**config.mk**
```make
export PLATFORM = sky130hd
export DESIGN_NAME = wave_capture_ctrl
export DESIGN_NICKNAME = d
export VERILOG_FILES = /design/src/rtl/wave_capture_ctrl.sv
export SDC_FILE = /design/constraint.sdc
export NUM_CORES = 1
export LEC_CHECK = 0
export ABC_AREA = 1
export BUFFER_PORTS_ARGS = -buffer_cell sky130_fd_sc_hd__buf_2
export CORE_ASPECT_RATIO = 0.75
export CORE_MARGIN = 3
export CORE_UTILIZATION = 45
export DETAILED_ROUTE_END_ITERATION = 7
export PLACE_DENSITY = 0.7
export SYNTH_ARGS = -nofsm -noshare
export SYNTH_HDL_FRONTEND = slang
export SYNTH_SLANG_ARGS = --single-unit
```
**constraint.sdc**
```tcl
create_clock -name clk -period 1.87 [get_ports clk]
set_input_delay 0.0935 -clock clk [delete_from_list [all_inputs] [get_ports clk]]
set_output_delay 0.0935 -clock clk [all_outputs]
set_load 0.05 [all_outputs]
```
**src/rtl/wave_capture_ctrl.sv**
```systemverilog
// wave_capture_ctrl: triggered waveform capture into a two-bank sample RAM.
// Arms on a rising zero crossing of the decimated sample stream and fills the
// write bank with 2^ADDR_W samples. The read bank is swapped on the next vsync
// rising edge, so the display only ever sees a complete frame.
// Optional build macro: TRIG_TIMEOUT_EN forces a trigger after TIMEOUT accepted
// samples in WAIT_TRIG, so silence or DC still refreshes the display.
module wave_capture_ctrl #(
  parameter int unsigned ADDR_W  = 8,
  parameter int unsigned DECIM   = 4,
  parameter int unsigned TIMEOUT = 4096
) (
  input  logic              clk,
  input  logic              reset,
  input  logic              new_sample,
  input  logic [15:0]       sample,
  input  logic              vsync,
  input  logic              freeze,
  output logic              wr_en,
  output logic [ADDR_W:0]   wr_addr,
  output logic [7:0]        wr_data,
  output logic              rd_bank,
  output logic              busy
);

  localparam int unsigned DecW = (DECIM > 1) ? $clog2(DECIM) : 1;
  localparam logic [DecW-1:0] DecLast = DecW'(DECIM - 1);
  localparam logic [ADDR_W-1:0] IdxLast = '1;

  typedef enum logic [1:0] {StWaitTrig, StCapture, StDone} state_e;

  state_e            state_q, state_d;
  logic [DecW-1:0]   dec_cnt_q, dec_cnt_d;
  logic [ADDR_W-1:0] idx_q, idx_d;
  // Only the sign of the previous accepted sample matters for the trigger.
  logic              prev_neg_q, prev_neg_d;
  logic              vsync_q;
  logic              wr_bank_q, wr_bank_d;
  logic              wr_en_q, wr_en_d;
  logic [ADDR_W:0]   wr_addr_q, wr_addr_d;
  logic [7:0]        wr_data_q, wr_data_d;
  logic              rd_bank_q, rd_bank_d;
  logic              busy_q, busy_d;

  logic accept;
  logic vsync_rise;
  logic real_trig;
  logic force_trig;
  logic [7:0] sample_ob;

  // The low byte is below display resolution.
  logic unused_sample_lo;
  assign unused_sample_lo = ^sample[7:0];

  assign accept     = new_sample && (dec_cnt_q == DecLast);
  assign vsync_rise = vsync && !vsync_q;
  assign real_trig  = accept && prev_neg_q && !sample[15];
  assign sample_ob  = {~sample[15], sample[14:8]};

`ifdef TRIG_TIMEOUT_EN
  localparam int unsigned ToW = $clog2(TIMEOUT + 1);
  localparam logic [ToW-1:0] ToMax = ToW'(TIMEOUT);
  logic [ToW-1:0] to_cnt_q, to_cnt_d;

  // Once TIMEOUT samples have gone by untriggered, the next accepted one fires.
  assign force_trig = accept && (to_cnt_q == ToMax);

  // Timeout counter: counts untriggered accepted samples in WAIT_TRIG.
  always_comb begin
    to_cnt_d = to_cnt_q;
    if (state_q != StWaitTrig) begin
      to_cnt_d = '0;
    end else if (accept && (to_cnt_q != ToMax) && !real_trig) begin
      to_cnt_d = to_cnt_q + ToW'(1);
    end
  end

  // Timeout counter register.
  always_ff @(posedge clk or posedge reset) begin
    if (reset) begin
      to_cnt_q <= '0;
    end else begin
      to_cnt_q <= to_cnt_d;
    end
  end
`else
  assign force_trig = 1'b0;
`endif

  // Next-state: decimation, trigger detection, capture sequencing, bank swap.
  always_comb begin
    state_d    = state_q;
    dec_cnt_d  = dec_cnt_q;
    idx_d      = idx_q;
    prev_neg_d = prev_neg_q;
    wr_bank_d  = wr_bank_q;
    wr_en_d    = 1'b0;
    wr_addr_d  = wr_addr_q;
    wr_data_d  = wr_data_q;
    rd_bank_d  = rd_bank_q;

    if (new_sample) begin
      dec_cnt_d = accept ? '0 : dec_cnt_q + DecW'(1);
    end
    if (accept) begin
      prev_neg_d = sample[15];
    end

    unique case (state_q)
      StWaitTrig: begin
        if (!freeze && (real_trig || force_trig)) begin
          wr_en_d   = 1'b1;
          wr_addr_d = {wr_bank_q, {ADDR_W{1'b0}}};
          wr_data_d = sample_ob;
          idx_d     = ADDR_W'(1);
          state_d   = StCapture;
        end
      end
      StCapture: begin
        if (accept) begin
          wr_en_d   = 1'b1;
          wr_addr_d = {wr_bank_q, idx_q};
          wr_data_d = sample_ob;
          if (idx_q == IdxLast) begin
            idx_d   = '0;
            state_d = StDone;
          end else begin
            idx_d = idx_q + ADDR_W'(1);
          end
        end
      end
      StDone: begin
        // Samples arriving here only update prev_neg; they never trigger.
        if (vsync_rise && !freeze) begin
          rd_bank_d = wr_bank_q;
          wr_bank_d = ~wr_bank_q;
          state_d   = StWaitTrig;
        end
      end
      default: state_d = StWaitTrig;
    endcase

    busy_d = (state_d == StCapture);
  end

  // State and registered outputs.
  always_ff @(posedge clk or posedge reset) begin
    if (reset) begin
      state_q    <= StWaitTrig;
      dec_cnt_q  <= '0;
      idx_q      <= '0;
      prev_neg_q <= 1'b0;
      vsync_q    <= 1'b0;
      wr_bank_q  <= 1'b1;
      wr_en_q    <= 1'b0;
      wr_addr_q  <= '0;
      wr_data_q  <= '0;
      rd_bank_q  <= 1'b0;
      busy_q     <= 1'b0;
    end else begin
      state_q    <= state_d;
      dec_cnt_q  <= dec_cnt_d;
      idx_q      <= idx_d;
      prev_neg_q <= prev_neg_d;
      vsync_q    <= vsync;
      wr_bank_q  <= wr_bank_d;
      wr_en_q    <= wr_en_d;
      wr_addr_q  <= wr_addr_d;
      wr_data_q  <= wr_data_d;
      rd_bank_q  <= rd_bank_d;
      busy_q     <= busy_d;
    end
  end

  assign wr_en   = wr_en_q;
  assign wr_addr = wr_addr_q;
  assign wr_data = wr_data_q;
  assign rd_bank = rd_bank_q;
  assign busy    = busy_q;

endmodule

```
==> results of run 1 <==
[cells in the mapped netlist, drive strengths merged]
master / number
nor2: 9
dfrtp: 34
ha: 2
nand2: 47
o21ai: 14
a21oi: 3
dfstp: 1
xor2: 2
mux2: 1
buf: 4
a22oi: 3
inv: 20
nand3b: 2
clkbuf: 1
nand3: 26
nand4: 1
[registers in the layout (all words and copies together) (netlist names)]
register    count
rd_bank         1
dec_cnt_q       2
prev_neg_q      1
vsync_q         1
wr_bank_q       1
state_q         2
busy            1
idx_q           8
wr_en           1
wr_addr         9
wr_data         8
[worst max-delay path, cell delays in order, from the launching register on]
cell	delay, ns
dfrtp_1	0.40
ha_1	0.26
nand2_2	0.13
nor2_4	0.06
nand2_4	0.20
nand2_8	0.18
nand2_1	0.11
nand2_1	0.06
nand2_1	0.05
inv_1	0.03
[power by group]
part           internal, mW  switching, mW
sequential             1.04          0.176
combinational         0.404           1.12
clock                 0.431          0.271
[final cells by class]
cell class / instances / area, µm² / share of cell area
Sequential cell: 35 / 877.1 / 0.4459
Multi-Input combinational cell: 110 / 594.3 / 0.3022
Timing Repair Buffer: 42 / 252.7 / 0.1285
Clock buffer: 6 / 82.58 / 0.04198
Inverter: 20 / 75.07 / 0.03817
Tap cell: 40 / 50.05 / 0.02545
Clock inverter: 2 / 35.03 / 0.01781
[how the worst min path moves through the flow]
stage                      end  cells after the start
global placement         wr_en                      3
CTS                 wr_data[5]                      3
global route        wr_data[5]                      3
finish              wr_data[5]                      3
floorplan              vsync_q                      0
detailed placement  wr_data[7]                      3
[layer usage]
metal	share of wire	up-vias
met4	0.032	0
met2	0.48	27
li1	-	634
met1	0.45	598
met5	0	-
met3	0.036	12
[cell families (layout without fill, tap and decap cells)]
logic type,Yosys count,count (layout),synth area share
simple gates,85,85,0.2658
flops,35,35,0.5528
buf+inv,25,70,0.07255
compound gates,20,20,0.07492
fa+ha+maj,2,2,0.01577
xor+xnor,2,2,0.01104
mux,1,1,0.007097
[what timing repair did]
action | 4_1_cts | 5_1_grt
resized for setup | 0 | 0
hold endpoints to repair | 40 | 0
hold buffers | 7 | 0
[stage by stage]
stage / total power [mW] / cells
detailed placement: 2.744 / 240
finish: 3.443 / 255
floorplan: 2.411 / 170
global placement: 2.685 / 240
global route: 3.657 / 255
CTS: 3.472 / 255
==> flow_metrics.py, run 1 <==
metrics = {
    "synthesis": {
        "synth_area_um2": 1587,
        "yosys_warnings": 0,
        "syn_inst": 170,
        "synthDistinctLibCells": 27,
        "synth_top_area_share": 0.5363,
        "yosysTopAreaCell": "dfrtp_1",
        "synthTopCellsByArea": "dfrtp_1, nand2_1, nand3_1, inv_1, o21ai_0",
        "ys_seq_area_frac": 0.5528,
        "syn-num-nets": 193,
        "synth_area_per_cell_um2": 9.332,
        "synth-seq-cells": 35,
    },
    "layout": {
        "final_util": 0.5901,
        "final_common_cell": "nand2_1",
        "final_area_um2": 1967,
        "final_nets": 237,
        "drive_gt1_frac": 0.2605,
        "fillers": 311,
        "final_cell_mix": "nand2_1, dfrtp_1, buf_2",
        "syn_to_final_growth_pct": 23.97,
        "antenna_cells": 0,
    },
    "sta": {
        "rsz0062_at_grt": "false",
        "finalSetupViolations": 0,
        "setup_tns_ns": 0,
        "slew_headroom": 0.7157,
        "setup_slack_ns": 0.2700,
        "skew_ns": 0.005001,
        "drv_slew": 0,
        "finalCriticalPeriod_ns": 1.600,
        "worst_slew_pin_slew_ns": 0.4264,
        "max_freq_ghz": 0.6250,
        "hold_viol": 0,
        "hold_ws_ns": 0.01081,
        "fin_crit_sh": 0.8556,
    },
    "global_route": {
        "grt_antenna_before_repair": 0,
        "grtUsageMet3": 0.04754,
        "use_met2": 0.2741,
        "busiest_layer": "met2",
        "grt_max_degree": 36,
        "grt_pass1_vias": 1217,
        "grt_pass1_wl_um": 5423,
        "grt_overflow_total": 0,
        "grt_util_met1": 0.2052,
        "track_usage": 0.1693,
    },
    "route": {
        "firstDrtPassIters": 4,
        "vias_per_cell": 4.984,
        "drc_errors": 0,
        "totalWireLength_um": 3290,
        "wire_per_inst_um": 12.90,
        "drt-initial-drc-count": 112,
        "detailroute.via_count": 1271,
        "ant_nets": 0,
    },
    "critical_path": {
        "reg2reg_depth": 9,
        "ff2ff_setup_slack_ns": 0.27,
        "arrival_ns": 1.78,
        "worstPathMaxFanout": 25,
        "required_ns": 2.05,
        "cp-start-kind": "flip-flop",
        "endpoint_kind": "flip-flop",
        "crit_path_start": "dec_cnt_q[0]",
        "worstSetupPathType": "flip-flop to flip-flop",
        "critPathCapture": "idx_q[5]",
        "reg2reg_to": "idx_q[5]",
        "reg2reg_from": "dec_cnt_q[0]",
    },
    "floorplanning": {
        "ioPinCount": 41,
        "coreArea_um2": 3333,
        "die_w_um": 74.56,
        "start_util": 0.4760,
        "fp.dieH_um": 57.42,
        "dieArea_um2": 4281,
        "rows": 18,
    },
    "cts": {
        "cts.sinks": 35,
        "clkLatencyLatePin_ns": 0.29,
        "cts_buffers": 5,
        "cts_tree": "yes",
        "clkTransAtPathRegs_ns": 0.07,
        "ctsRootBufferMaster": "clkbuf_8",
        "clock_path_buffers": 2,
        "htreeDepth": 2,
        "cts_setup_buffers": 0,
    },
    "placed_design": {
        "place.gp.congestion": 0.7719,
        "io_buffers": 32,
        "post-place-ws_ns": 0.2946,
        "place_area_um2": 1779,
        "dpl.hpwl_um": 2241,
    },
    "outcome": {
        "status": "finished clean",
    },
    "power_and_ir_drop": {
        "leakage_nw": 1.079,
        "power.density_nw_per_um2": 1750,
        "ir_worst_vdd_mv": 1.328,
    },
    "run": {
        "maxCapViolations": 0,
    },
    "min_path": {
        "hold_class": "primary input to flip-flop",
        "hp-start": "sample[13]",
    },
}
Note: power is estimated with default switching activity, not from simulation.
==> inputs of run 2 (changes only) <==
--- a/config.mk
+++ b/config.mk
@@ -5,13 +5,15 @@
 export SDC_FILE = /design/constraint.sdc
 export NUM_CORES = 1
 export LEC_CHECK = 0
-export ABC_AREA = 1
+export ABC_AREA = 0
 export BUFFER_PORTS_ARGS = -buffer_cell sky130_fd_sc_hd__buf_2
 export CORE_ASPECT_RATIO = 0.75
 export CORE_MARGIN = 3
 export CORE_UTILIZATION = 45
 export DETAILED_ROUTE_END_ITERATION = 7
 export PLACE_DENSITY = 0.7
+export REMOVE_ABC_BUFFERS = 1
+export SETUP_SLACK_MARGIN = 0.5
 export SYNTH_ARGS = -nofsm -noshare
 export SYNTH_HDL_FRONTEND = slang
 export SYNTH_SLANG_ARGS = --single-unit
==> run 2 against run 1 <==
Net effect: hold slack worse by 0.0033 ns; global-route usage up 1.7 points; combinational power barely moved; clock-buffer cell count increased by 1; flip-flop and latch count did not move; synthesized cell count decreased by 21%; critical path depth decreased by 5; clock power shrank 22%; maximum frequency is 4.5% higher; first-iteration DRC count is 19% lower; utilization rose by 8.6 points; sequential power shrank 5%; critical endpoint is now idx_q[6]; largest cell class unchanged.
==> flow_metrics.py, run 2 <==
metrics = {
    "global_route": {
        "grt_pass1_vias": 1283,
        "grt_max_degree": 36,
        "grt_util_met1": 0.2491,
        "grt_overflow_total": 0,
        "track_usage": 0.1862,
        "grt_pass1_wl_um": 6016,
        "use_met2": 0.2905,
        "grtUsageMet3": 0.05415,
        "busiest_layer": "met2",
        "grt_antenna_before_repair": 0,
    },
    "sta": {
        "rsz0062_at_grt": "true",
        "slew_headroom": 0.7135,
        "finalSetupViolations": 0,
        "setup_slack_ns": 0.3385,
        "finalCriticalPeriod_ns": 1.532,
        "hold_viol": 0,
        "skew_ns": 0.01095,
        "drv_slew": 0,
        "fin_crit_sh": 0.8190,
        "worst_slew_pin_slew_ns": 0.4298,
        "max_freq_ghz": 0.6529,
    },
    "synthesis": {
        "synthArstFlopShare": 1.000,
        "synth.most_common_cell": "dfrtp_1",
        "yosys_warnings": 0,
        "synth-seq-cells": 35,
        "synth_area_um2": 1495,
        "synth_top_area_share": 0.5690,
        "synthTopCellsByCount": "dfrtp_1, nand2_1, a22o_1, nor2_1, inv_1",
        "synthTopCellsByArea": "dfrtp_1, nand2_1, a22o_1, mux2_2, a2111oi_4",
        "yosysTopAreaCell": "dfrtp_1",
        "synthDistinctLibCells": 37,
        "ys.flop_type": "dfrtp_1",
        "synth_edf_count": 0,
        "syn_inst": 135,
        "synth_area_per_cell_um2": 11.08,
        "ys_seq_area_frac": 0.5866,
    },
    "layout": {
        "drive_gt1_frac": 0.4410,
        "largest_register_ffs": 9,
        "area.sequential_um2": 882.1,
        "final_nets": 217,
        "multi_input_area_um2": 650.6,
        "final_common_cell": "buf_2",
        "fillers": 228,
        "final_area_um2": 2071,
        "final_cell_mix": "buf_2, dfrtp_1, nand2_1",
        "syn_to_final_growth_pct": 38.49,
        "antenna_cells": 0,
    },
    "floorplanning": {
        "coreArea_um2": 3063,
        "ioPinCount": 41,
        "start_util": 0.4882,
        "dieArea_um2": 4058,
        "rows": 17,
        "die_w_um": 72.56,
        "fp.dieH_um": 55.92,
    },
    "placed_design": {
        "place_area_um2": 1717,
        "post-place-ws_ns": 0.1965,
        "place.gp.congestion": 0.8093,
        "io_buffers": 32,
        "dpl.hpwl_um": 2167,
    },
    "power_and_ir_drop": {
        "ir_worst_vdd_mv": 0.9541,
        "power.density_nw_per_um2": 1552,
        "leakage_nw": 0.9960,
        "power_mw": 3.214,
    },
    "route": {
        "drt-initial-drc-count": 91,
        "vias_per_cell": 5.524,
        "firstDrtPassIters": 6,
        "ant_nets": 0,
        "detailroute.via_count": 1287,
        "drc_errors": 0,
        "wire_per_inst_um": 16.09,
        "totalWireLength_um": 3750,
    },
    "cts": {
        "clkTransAtPathRegs_ns": 0.07,
        "clkLatencyLatePin_ns": 0.29,
        "ctsRootBufferMaster": "clkbuf_8",
        "htreeDepth": 2,
        "clock_path_buffers": 2,
        "cts_tree": "yes",
        "cts.sinks": 35,
        "cts_buffers": 5,
    },
    "run": {
        "maxCapViolations": 0,
    },
    "min_path": {
        "hold_class": "primary input to flip-flop",
        "hp-start": "sample[14]",
    },
    "critical_path": {
        "reg2reg_from": "prev_neg_q",
        "crit_path_start": "prev_neg_q",
        "arrival_ns": 1.73,
        "endpoint_kind": "flip-flop",
        "worstPathMaxFanout": 4,
        "worstSetupPathType": "flip-flop to flip-flop",
        "required_ns": 2.07,
        "cp-start-kind": "flip-flop",
    },
    "outcome": {
        "status": "finished clean",
    },
}
## run 2: cell count changes after synthesis, moves of 3 or more
cell | before | now
nand2b_1 | 0 | 3
nand3_1 | 25 | 3
nand4_1 | 0 | 3
a22o_1 | 0 | 10
nand2_1 | 44 | 30
inv_1 | 19 | 4
o21ai_0 | 12 | 3
## run 2: final cells by class
cell class,instances,share of cell area
timing repair buffer,55,0.1789
timing repair inverter,1,0.003625
clock buffer,7,0.04169
multi-input combinational,92,0.3142
clock inverter,1,0.002417
inverter,4,0.01027
tap,38,0.02296
sequential,35,0.4260
## run 2: logic make-up (layout without fill, tap and decap cells)
group | after synthesis | after routing | share of synthesized area
DFF | 35 | 35 | 0.5866
and+or+nand+nor | 54 | 54 | 0.1707
adders and majority gates | 2 | 2 | 0.01673
buffers and inverters | 8 | 68 | 0.02091
xor gates and xnor gates | 2 | 2 | 0.01172
muxes | 4 | 4 | 0.02929
AOI/OAI and AO/OA | 30 | 30 | 0.1640
## run 2: path summary, 6_finish.rpt
path	end	slack [ns]	cells after the start
hold reg to reg	wr_data[6]	0.47	2
min in group asynchronous	idx_q[7]	0.46	4
max in group asynchronous	idx_q[0]	1.08	4
setup reg to reg	idx_q[6]	0.34	4
hold / removal	wr_data[6]	0.007	3
setup / recovery	idx_q[6]	0.34	4
## run 2: layer usage
metal | up-vias | part of all wire
li1 | 606 | -
met5 | - | 0
met2 | 52 | 0.50
met1 | 625 | 0.44
met4 | 0 | 0.0083
met3 | 4 | 0.053
## run 2: critical path, cell delays in order, from the launching register on
cell and delay, ns:
dfrtp_1 0.37, or3b_4 0.43, a2111oi_4 0.36, xnor2_1 0.10, a31oi_1 0.17
## run 2: metrics by stage
stage / hold slack, ns / setup TNS (ns) / utilization / cells
finish: 0.007465 / 0 / 0.6761 / 233
global route: -0.001162 / 0 / 0.6761 / 233
CTS: 0.003761 / 0 / 0.6401 / 226
detailed placement: 0.2182 / 0 / 0.5605 / 205
global placement: 0.2045 / 0 / 0.5605 / 205
floorplan: 0.1249 / -1.488 / - / 131
## run 2: repair_timing
action | CTS | global route
cloned | 2 | 1
hold buffers | 3 | 0
resized for setup | 19 | 18
endpoints found under the setup margin | 29 | 30
pin swaps | 7 | 14
buffers inserted | 8 | 6
endpoints found under the hold margin | 36 | 0
## run 2: report_power, final
| group | internal [mW] | switching [mW] |
|---|---|---|
| clock network | 0.297 | 0.254 |
| registers | 0.995 | 0.167 |
| logic | 0.497 | 1.00 |
| total | 1.79 | 1.42 |
==> inputs of run 3 (changes only) <==
--- a/config.mk
+++ b/config.mk
@@ -5,7 +5,7 @@
 export SDC_FILE = /design/constraint.sdc
 export NUM_CORES = 1
 export LEC_CHECK = 0
-export ABC_AREA = 0
+export ABC_AREA = 1
 export BUFFER_PORTS_ARGS = -buffer_cell sky130_fd_sc_hd__buf_2
 export CORE_ASPECT_RATIO = 0.75
 export CORE_MARGIN = 3
==> constraint.sdc (replaced) <==
create_clock -name clk -period 1.55 [get_ports clk]
set_input_delay 0.0775 -clock clk [delete_from_list [all_inputs] [get_ports clk]]
set_output_delay 0.0775 -clock clk [all_outputs]
set_load 0.05 [all_outputs]
==> run 3 against run 2 <==
Net effect: total power is 51% higher; sequential share of layout area shrank 5.8 points; routed wire length increased by 27%; register-to-register slack worse by 0.23 ns; clock-buffer cell count shrank 1; die area grew 5.5%; critical path depth is 3 higher; combinational power increased by 63%; design area up 15%; maximum frequency grew 6.5%; utilization grew 4.1 points; highest routed layer unchanged.
==> flow_metrics.py, run 3 (synthesis gave the netlist of run 1 again) <==
metrics = {
    "outcome": {
        "status": "finished clean",
    },
    "route": {
        "wire_per_inst_um": 17.50,
        "drt-initial-drc-count": 101,
        "detailroute.via_count": 1512,
        "totalWireLength_um": 4777,
        "vias_per_cell": 5.538,
        "drc_errors": 0,
        "ant_nets": 0,
        "firstDrtPassIters": 4,
    },
    "sta": {
        "max_freq_ghz": 0.6951,
        "setup_tns_ns": 0,
        "hold_ws_ns": 0.007743,
        "hold_viol": 0,
        "finalSetupViolations": 0,
        "slew_headroom": 0.5925,
        "fin_crit_sh": 0.9282,
        "rsz0062_at_grt": "true",
        "skew_ns": 0.006781,
        "worst_slew_pin_slew_ns": 0.6106,
        "finalCriticalPeriod_ns": 1.439,
        "drv_slew": 0,
    },
    "layout": {
        "antenna_cells": 0,
        "drive_gt1_frac": 0.4807,
        "largest_register_ffs": 9,
        "syn_to_final_growth_pct": 50.71,
        "final_common_cell": "nand2_1",
        "fillers": 197,
        "final_cell_mix": "nand2_1, dfrtp_1, buf_2",
        "final_nets": 255,
    },
    "critical_path": {
        "arrival_ns": 1.63,
        "endpoint_kind": "flip-flop",
        "reg2reg_from": "dec_cnt_q[0]",
        "ff2ff_setup_slack_ns": 0.11,
        "worstSetupPathType": "flip-flop to flip-flop",
        "critPathCapture": "idx_q[3]",
        "required_ns": 1.74,
        "reg2reg_to": "idx_q[3]",
        "cp-start-kind": "flip-flop",
        "reg2reg_depth": 7,
        "crit_path_start": "dec_cnt_q[0]",
        "worstPathMaxFanout": 7,
    },
    "floorplanning": {
        "ioPinCount": 41,
        "coreArea_um2": 3333,
        "start_util": 0.4760,
        "dieArea_um2": 4281,
        "fp.dieH_um": 57.42,
        "rows": 18,
        "die_w_um": 74.56,
    },
    "cts": {
        "clkLatencyLatePin_ns": 0.29,
        "cts_tree": "yes",
        "ctsRootBufferMaster": "clkbuf_8",
        "cts.sinks": 35,
        "htreeDepth": 2,
        "cts_buffers": 5,
        "clkTransAtPathRegs_ns": 0.07,
        "clock_path_buffers": 2,
    },
    "placed_design": {
        "io_buffers": 32,
        "dpl.hpwl_um": 2236,
        "place.gp.congestion": 0.8294,
    },
    "global_route": {
        "grt_pass1_wl_um": 7224,
        "grt_max_degree": 24,
        "grt_pass1_vias": 1531,
        "grt_antenna_before_repair": 0,
        "track_usage": 0.2270,
        "grt_overflow_total": 0,
    },
    "power_and_ir_drop": {
        "leakage_nw": 1.236,
        "power.density_nw_per_um2": 2025,
        "ir_worst_vdd_mv": 0.8497,
    },
    "min_path": {
        "hold_class": "primary input to flip-flop",
    },
    "run": {
        "maxCapViolations": 0,
    },
}
run 3: cell types whose count changed in the layout (fill, tap and decap cells not counted), moves of 4 or more:
cell / change
nand2_4: +4
buf_6: -4
a22o_1: -10
nand2_1: +11
inv_1: +15
o21ai_2: +6
dlygate4sd3_1: +5
nand3_2: +18
run 3: layout make-up:
class                   instances  area [µm²]  share of cell area
well taps                      40       50.05             0.02093
flip-flops and latches         35       879.6              0.3679
clock buffers                   6       82.58             0.03454
multi-input cells             113       830.8              0.3475
repair buffers                 57       432.9              0.1811
inverters                      20       80.08             0.03349
clock inverters                 2       35.03             0.01465
run 3: power by group:
part | leakage, nW | internal, mW | switching, mW
Sequential | 0.409 | 1.26 | 0.293
Clock | 0.0612 | 0.520 | 0.328
Combinational | 0.766 | 0.793 | 1.65
Total | 1.24 | 2.58 | 2.27
run 3: how the worst min path moves through the flow:
stage	startpoint	to	slack [ns]	depth (start not counted)
finish	sample[11]	wr_data[3]	0.008	3
global route	sample[11]	wr_data[3]	0.008	3
CTS	sample[11]	wr_data[3]	0.002	3
detailed placement	reset	rd_bank	0.15	2
global placement	reset	wr_addr[8]	0.14	2
floorplan	vsync	vsync_q	0.11	0
run 3: repair_timing:
item                                   4_1_cts  5_1_grt
gates resized for setup                     41       29
pin swaps                                   15        9
cloned                                       6        0
endpoints found under the hold margin       18        0
setup buffers                                9        1
setup endpoints to repair                   31       36
hold buffers                                 8        0
run 3: worst max-delay path: stages, from the launching register on:
cell and delay, ns:
dfrtp_1 0.42, ha_4 0.17, nand2_4 0.05, nor2_4 0.16
nand2_8 0.13, nand2_8 0.12, nand2_1 0.09, a22oi_1 0.18
run 3: stage by stage:
stage / total power, mW / worst slack [ns] / cells / area, µm² / utilization
after CTS: 4.546 / 0.2552 / 272 / 2280 / 0.6839
after global routing: 5.114 / 0.05940 / 273 / 2391 / 0.7173
after detailed placement: 3.304 / 0.09735 / 241 / 1799 / 0.5398
final: 4.842 / 0.1113 / 273 / 2391 / 0.7173
after global placement: 3.234 / 0.1597 / 241 / 1799 / 0.5398
after floorplan: 2.861 / 0.1662 / 165 / 1546 / -
run 3: routing by layer:
metal | GRT usage | up-vias | routed length, µm
met5 | 0 | - | 0
met4 | 0.08629 | 0 | 171
met3 | 0.08803 | 22 | 236
met2 | 0.3517 | 62 | 2396
met1 | 0.2875 | 752 | 1973
li1 | - | 676 | -
